==> src/rtl/spi_mailbox_target_if.sv <==
// Bus bundle for spi_mailbox_target: the SPI pins toward the external host
// plus the CPU data-bus side (register index, data, strobes, irq, busy).
interface spi_mailbox_target_if #(
  parameter int ADDR_W = 4
);
  logic              spi_sclk;
  logic              spi_cs_n;
  logic              spi_mosi;
  logic              spi_miso;
  logic              spi_miso_oe;
  logic [ADDR_W-1:0] Addr;
  logic [15:0]       Din;
  logic [15:0]       Dout;
  logic              write;
  logic              CS;
  logic              irq;
  logic              busy;

  // The mailbox block itself.
  modport slave (
    input  spi_sclk, spi_cs_n, spi_mosi, Addr, Din, write, CS,
    output spi_miso, spi_miso_oe, Dout, irq, busy
  );

  // The surroundings: SPI host plus CPU.
  modport master (
    output spi_sclk, spi_cs_n, spi_mosi, Addr, Din, write, CS,
    input  spi_miso, spi_miso_oe, Dout, irq, busy
  );
endinterface

==> src/rtl/spi_mailbox_target.sv <==
// SPI mode-0 target giving an external host read/write access to a bank of
// 16-bit mailbox registers that the CPU also reads and writes. The SPI pins
// are oversampled on clk; all SPI activity is driven by detected sclk edges.
module spi_mailbox_target #(
  parameter int ADDR_W = 4
) (
  input logic            clk,
  input logic            rst_n,
  spi_mailbox_target_if.slave bus
);
  localparam int DEPTH = 1 << ADDR_W;

  typedef enum logic [1:0] {ST_IDLE, ST_HDR, ST_DATA} state_e;

  state_e            state_q, state_d;
  logic [1:0]        sclk_sync_q, cs_sync_q, mosi_sync_q;
  logic              sclk_prev_q;
  logic              sclk_s, cs_s, mosi_s, sclk_rise, sclk_fall;
  logic [1:0]        fill_q;
  logic              armed_q;
  logic [3:0]        bit_cnt_q;
  logic [14:0]       shift_in_q;
  logic [15:0]       shift_out_q;
  logic              out_active_q;
  logic              wr_frame_q;
  logic [ADDR_W-1:0] idx_q;
  logic [15:0]       regs_q [DEPTH];
  logic              irq_q;
  logic              word_done, spi_wr;
  logic [15:0]       rx_word;

  // Double-flop the asynchronous SPI pins; a third sclk stage gives edges.
  // NOTE: every clocked block uses <= so all flops update from the same
  // pre-edge values; blocking here would collapse the synchronizer chain.
  always_ff @(posedge clk or negedge rst_n) begin
    if (!rst_n) begin
      sclk_sync_q <= 2'b00;
      cs_sync_q   <= 2'b11;
      mosi_sync_q <= 2'b00;
      sclk_prev_q <= 1'b0;
    end else begin
      sclk_sync_q <= {sclk_sync_q[0], bus.spi_sclk};
      cs_sync_q   <= {cs_sync_q[0], bus.spi_cs_n};
      mosi_sync_q <= {mosi_sync_q[0], bus.spi_mosi};
      sclk_prev_q <= sclk_sync_q[1];
    end
  end

  assign sclk_s    = sclk_sync_q[1];
  assign cs_s      = cs_sync_q[1];
  assign mosi_s    = mosi_sync_q[1];
  assign sclk_rise = sclk_s & ~sclk_prev_q;
  assign sclk_fall = ~sclk_s & sclk_prev_q;

  // Arm frame start only after cs is seen high through a refilled
  // synchronizer, so a frame already running at reset release is ignored.
  always_ff @(posedge clk or negedge rst_n) begin
    if (!rst_n) begin
      fill_q  <= 2'd0;
      armed_q <= 1'b0;
    end else if (fill_q != 2'd2) begin
      fill_q <= fill_q + 2'd1;
    end else if (cs_s) begin
      armed_q <= 1'b1;
    end
  end

  // Frame state register.
  always_ff @(posedge clk or negedge rst_n) begin
    if (!rst_n) state_q <= ST_IDLE;
    else        state_q <= state_d;
  end

  // Next frame state: cs high always forces IDLE.
  // NOTE: state_d gets its default first so no path leaves it unassigned,
  // which is what keeps this block from inferring a latch.
  always_comb begin
    state_d = state_q;
    if (cs_s) begin
      state_d = ST_IDLE;
    end else begin
      case (state_q)
        ST_IDLE: if (armed_q) state_d = ST_HDR;
        ST_HDR:  if (sclk_rise && bit_cnt_q == 4'd7) state_d = ST_DATA;
        ST_DATA: state_d = ST_DATA;
        default: state_d = ST_IDLE;
      endcase
    end
  end

  assign rx_word   = {shift_in_q, mosi_s};
  assign word_done = (state_q == ST_DATA) && !cs_s && sclk_rise && (bit_cnt_q == 4'd15);
  assign spi_wr    = word_done && wr_frame_q;

  // Bit counting, header capture, index stepping and the MISO shifter.
  always_ff @(posedge clk or negedge rst_n) begin
    if (!rst_n) begin
      bit_cnt_q    <= 4'd0;
      shift_in_q   <= '0;
      shift_out_q  <= '0;
      out_active_q <= 1'b0;
      wr_frame_q   <= 1'b0;
      idx_q        <= '0;
    end else if (state_q == ST_IDLE || cs_s) begin
      bit_cnt_q    <= 4'd0;
      shift_out_q  <= '0;
      out_active_q <= 1'b0;
    end else begin
      if (sclk_rise) begin
        shift_in_q <= {shift_in_q[13:0], mosi_s};
        if (state_q == ST_HDR && bit_cnt_q == 4'd7) begin
          wr_frame_q <= shift_in_q[6];
          idx_q      <= {shift_in_q[ADDR_W-2:0], mosi_s};
          bit_cnt_q  <= 4'd0;
        end else if (word_done) begin
          idx_q     <= idx_q + ADDR_W'(1);
          bit_cnt_q <= 4'd0;
        end else begin
          bit_cnt_q <= bit_cnt_q + 4'd1;
        end
      end
      if (sclk_fall && state_q == ST_DATA && !wr_frame_q) begin
        if (bit_cnt_q == 4'd0) begin
          shift_out_q  <= regs_q[idx_q];
          out_active_q <= 1'b1;
        end else begin
          shift_out_q <= {shift_out_q[14:0], 1'b0};
        end
      end
    end
  end

  // Register bank and irq; the SPI write is placed last so it wins a
  // same-index collision with the CPU, while different indices both land.
  // NOTE: the bank is cleared by reset because a zeroed mailbox is visible
  // behaviour, so it is built from flops rather than a resetless RAM.
  always_ff @(posedge clk or negedge rst_n) begin
    if (!rst_n) begin
      for (int i = 0; i < DEPTH; i++) regs_q[i] <= 16'h0000;
      irq_q <= 1'b0;
    end else begin
      if (bus.CS && bus.write) regs_q[bus.Addr] <= bus.Din;
      if (spi_wr)              regs_q[idx_q]    <= rx_word;
      irq_q <= spi_wr;
    end
  end

  assign bus.Dout        = bus.CS ? regs_q[bus.Addr] : 16'h0000;
  assign bus.spi_miso    = out_active_q & ~cs_s & shift_out_q[15];
  assign bus.spi_miso_oe = ~cs_s;
  assign bus.busy        = ~cs_s;
  assign bus.irq         = irq_q;
endmodule

==> src/flat_wrapper.sv <==
// flat-port wrapper written by rule: the top's interface ports become plain ports
module spi_mailbox_target_flat 
#(
  parameter int ADDR_W = 4
)
  (clk, rst_n, bus_spi_sclk, bus_spi_cs_n, bus_spi_mosi, bus_Addr, bus_Din, bus_write, bus_CS, bus_spi_miso, bus_spi_miso_oe, bus_Dout, bus_irq, bus_busy);
  spi_mailbox_target_if #(.ADDR_W(ADDR_W)) bus_i ();
  input logic clk;
  input logic rst_n;
  input wire logic [$bits(bus_i.spi_sclk)-1:0] bus_spi_sclk;
  input wire logic [$bits(bus_i.spi_cs_n)-1:0] bus_spi_cs_n;
  input wire logic [$bits(bus_i.spi_mosi)-1:0] bus_spi_mosi;
  input wire logic [$bits(bus_i.Addr)-1:0] bus_Addr;
  input wire logic [$bits(bus_i.Din)-1:0] bus_Din;
  input wire logic [$bits(bus_i.write)-1:0] bus_write;
  input wire logic [$bits(bus_i.CS)-1:0] bus_CS;
  output wire logic [$bits(bus_i.spi_miso)-1:0] bus_spi_miso;
  output wire logic [$bits(bus_i.spi_miso_oe)-1:0] bus_spi_miso_oe;
  output wire logic [$bits(bus_i.Dout)-1:0] bus_Dout;
  output wire logic [$bits(bus_i.irq)-1:0] bus_irq;
  output wire logic [$bits(bus_i.busy)-1:0] bus_busy;
  assign bus_i.spi_sclk = bus_spi_sclk;
  assign bus_i.spi_cs_n = bus_spi_cs_n;
  assign bus_i.spi_mosi = bus_spi_mosi;
  assign bus_i.Addr = bus_Addr;
  assign bus_i.Din = bus_Din;
  assign bus_i.write = bus_write;
  assign bus_i.CS = bus_CS;
  assign bus_spi_miso = bus_i.spi_miso;
  assign bus_spi_miso_oe = bus_i.spi_miso_oe;
  assign bus_Dout = bus_i.Dout;
  assign bus_irq = bus_i.irq;
  assign bus_busy = bus_i.busy;
  spi_mailbox_target #(.ADDR_W(ADDR_W)) u_core (.clk(clk), .rst_n(rst_n), .bus(bus_i));
endmodule
==> config.mk <==
export PLATFORM = sky130hd
export DESIGN_NAME = spi_mailbox_target_flat
export DESIGN_NICKNAME = d
export VERILOG_FILES = /design/src/rtl/spi_mailbox_target_if.sv /design/src/rtl/spi_mailbox_target.sv /design/src/flat_wrapper.sv
export SDC_FILE = /design/constraint.sdc
export NUM_CORES = 1
export LEC_CHECK = 0
export BUFFER_PORTS_ARGS = -buffer_cell sky130_fd_sc_hd__clkbuf_2
export CAP_MARGIN = 5
export CELL_PAD_IN_SITES_DETAIL_PLACEMENT = 1
export CELL_PAD_IN_SITES_GLOBAL_PLACEMENT = 2
export CORE_MARGIN = 1.5
export CORE_UTILIZATION = 35
export DETAILED_ROUTE_END_ITERATION = 12
export PLACE_DENSITY = 0.79
export REMOVE_ABC_BUFFERS = 1
export SYNTH_ARGS = -nofsm -noshare
export SYNTH_HDL_FRONTEND = slang
export SYNTH_SLANG_ARGS = --single-unit
==> constraint.sdc <==
create_clock -name clk -period 3 [get_ports clk]
set_clock_uncertainty 0.05 [all_clocks]
set_input_delay 0.9 -clock clk [delete_from_list [all_inputs] [get_ports clk]]
set_output_delay 0.9 -clock clk [all_outputs]
set_load 0.02 [all_outputs]
==> impl_metrics.yaml <==
cells_and_area:
  final_area_mm2: 0.0222
  nets: 1922
  nFillCells: 5783
  synthToLayoutAreaGrowth_pct: 18.2
  diodes: 0
  multi_input_area_mm2: 0.0102
  drive_above_1_share_pct: 19.0
  fin_cells: 2599
  seq_area_mm2: 0.00776
drt:
  wl_met3_mm: 4.61
  drt-total-wl_mm: 73.3
  wl_per_cell_um: 28.2
  vias: 15600
  wl_met2_mm: 33.4
  dr.pass1.iters: 11
  drcViolationCount: 1
  top_layer: "met4"
  met1Wirelength_mm: 32.1
  vias_per_cell: 6.02
  drt_iter0_drc: 1348
  antenna_left: 0
synthesis:
  yosys.area.top_type: "dfrtp_1"
  async_flop_share_pct: 100
  ys_seq_area_share_pct: 41.3
  synthesis.area_mm2: 0.0188
  synth-edff-count: 0
  netlist-cell-type-count: 55
  ys_ff_latch: 310
  netlist_instances: 1857
  synth_ff_type: "dfrtp_1"
  ys_warn_count: 0
  avgSynthCellArea_um2: 10.1
  synth_top_cell_area_share_pct: 41.0
  yosys-top-cells-area: "dfrtp_1 41%, mux2i_1 21%, mux4_2 9.5%"
floorplanning:
  dieArea_mm2: 0.0551
  start_util_pct: 35.6
  core.rowCount: 84
  dieWidth_um: 235
  core_area_mm2: 0.0528
  chipHeight_um: 235
  ios: 47
worst_setup_path:
  path_delay_family: "multiplexers"
  slowest_stage: "mux4_2"
  start_kind: "input port"
  critPathKind: "input port to output port"
  max_stage_delay_ns: 0.49
  cp_max_fo: 7
  crit_chain: "buf_16, buf_12, mux4_2, mux2i_1, o22ai_2, clkbuf_8"
  cp_num_buf_inv: 3
  crit_arrival_ns: 2.23
  critPathCaptureType: "output port"
  cp_data_required_time_ns: 2.05
flow_run:
  maxCapViolCount: 0
clock_network:
  cts_max_path_buffers: 3
  numCtsBuffers: 39
  cts_tree: "yes"
  htree_levels: 2
  clkSinkCount: 310
  worstSkewPairLatency_ns: 0.57
  clkSlewWorstSetupHoldPaths_ns: 0.06
  clk_root_buffer_cell: "clkbuf_16"
sta:
  drv_slew: 0
  fin_crit_sh_pct: 106
  maxSlewHeadroom_pct: 45.4
  fin_ws_ns: -0.179
  hold_ws_ns: 0.204
  fmax_ghz: 0.315
  setup_viol: 16
  tightestPinTransition_ns: 0.819
  hold_viol: 0
  rsz0062_at_grt: "yes"
  min_period_ns: 3.18
global_routing:
  grt_pass1_vias: 16500
  grt_max_degree: 85
  grt_usage_pct: 26.7
  gr-total-overflow: 0
  antenna_found_initial: 0
  grt_pass1_wl_mm: 110
pwr:
  p_leak_nw: 8.33
  power_density_mw_per_mm2: 585
  irDropWorstVdd_uv: 332
  power_mw: 13.0
hold_path:
  hp-class: "input port to async pin"
placement:
  io_buffer_count: 46
  dpl.hpwl_mm: 47.5
  place_congestion: 0.859
  place_area_mm2: 0.0206
  dp.cells: 2524
status:
  status: "finished with violations"
  violations: "DRC, setup timing"
-- cells in the mapped netlist, types with 16 or more instances --
master and n:
mux2i_1 385, nand2_1 346, dfrtp_1 308, o21ai_0 247, clkbuf_1 113, mux4_2 79, buf_2 58, o22ai_1 30
a21oi_1 26, inv_1 25, nand3_1 24, o21ai_1 19, and2_1 18, nand4_1 17, a22oi_1 16
-- area by class of cell --
type	count	share of cell area, %
Timing Repair Buffer	173	8.71
Clock buffer	57	5.25
Tap cell	688	3.88
Multi-Input combinational cell	1335	46.1
Inverter	25	0.423
Sequential cell	310	35.0
Clock inverter	11	0.654
-- worst paths after layout --
check	startpoint	to	slack [ns]	cells past startpoint
min in group clk	u_core.sclk_sync_q[0]	u_core.sclk_sync_q[1]	0.31	0
hold / removal	rst_n	u_core.regs_q[112]	0.20	1
setup / recovery	bus_Addr[0]	bus_Dout[11]	-0.18	6
max in group asynchronous	rst_n	u_core.regs_q[250]	1.84	2
hold reg to reg	u_core.sclk_sync_q[0]	u_core.sclk_sync_q[1]	0.31	0
setup reg to reg	u_core.bit_cnt_q[0]	u_core.shift_out_q[4]	0.47	6
-- power by group --
| group | switching, mW | internal [mW] |
|---|---|---|
| combinational | 1.20 | 1.17 |
| clock | 1.94 | 2.94 |
| sequential | 0.821 | 4.90 |
| total | 3.96 | 9.01 |
-- cells in the final DEF, fill, tap and decap left out, types with 4 or more instances in the layout --
master     count
a211oi_1      15
a21oi_1       26
a22oi_1       16
and2_1        18
buf_12        39
buf_16         6
buf_4         86
buf_6          5
buf_8          5
clkbuf_1       7
clkbuf_16     42
clkbuf_2      26
clkbuf_8      11
clkinv_2       6
dfrtp_1      307
ha_1          11
inv_1         25
mux2i_1      383
mux4_2        79
nand2_1      346
nand2b_1       8
nand3_1       24
nand4_1       17
nor2_1         7
nor2_2        10
nor2b_1        4
nor4_2         9
nor4_4         7
o21ai_0      247
o21ai_1       19
o22ai_1       25
o22ai_2        5
o31ai_1       15
-- worst register-to-register path, cell delays in order, from the launching register on --
cell      delay, ns
dfrtp_1        0.41
inv_1          0.08
ha_1           0.15
or3b_2         0.79
a211oi_1       0.68
nand4_1        0.18
nand3_1        0.14
-- registers in the layout, indices dropped and copies added (netlist names) --
name	count
u_core.armed_q	1
u_core.state_q	2
u_core.shift_in_q	15
u_core.bit_cnt_q	4
u_core.shift_out_q	16
u_core.idx_q	4
u_core.out_active_q	1
u_core.wr_frame_q	1
u_core.sclk_sync_q	2
u_core.sclk_prev_q	1
u_core.bus.irq	1
u_core.mosi_sync_q	2
u_core.regs_q	256
u_core.cs_sync_q	2
u_core.fill_q	2
-- through the flow --
stage          setup WS, ns  util [%]  setup TNS [ns]
5_1_grt              -0.198      42.1           -2.73
3_3_place_gp         -0.358      39.0           -4.63
3_5_place_dp         -0.378      39.0           -5.05
6_report             -0.179      42.1           -2.15
2_1_floorplan         -3.85         -         -787.22
4_1_cts              -0.166      41.8           -2.04
-- cell families after synthesis --
group                    after synthesis  share of synthesized area, %
AO/OA/AOI/OAI                        381                          11.2
buffers and inverters                212                          4.82
flip-flops                           310                          41.3
adder cells (fa/ha/maj)               11                         0.733
XOR/XNOR                               2                        0.0933
AND/OR/NAND/NOR                      474                          11.7
multiplexers                         467                          30.2
-- metal layers --
metal | up-vias | GRT usage [%]
met1 | 8216 | 36.5
li1 | 6722 | -
met5 | - | 0
met2 | 542 | 41.8
met3 | 166 | 4.02
met4 | 0 | 11.9
-- timing repair --
item,CTS,global route
setup buffers,1,0
hold buffers,0,0
endpoints found under the setup margin,16,16
resized for setup,20,42
pin swaps,1,11
cloned,4,2
No activity file was read; power rests on OpenSTA's default activity.
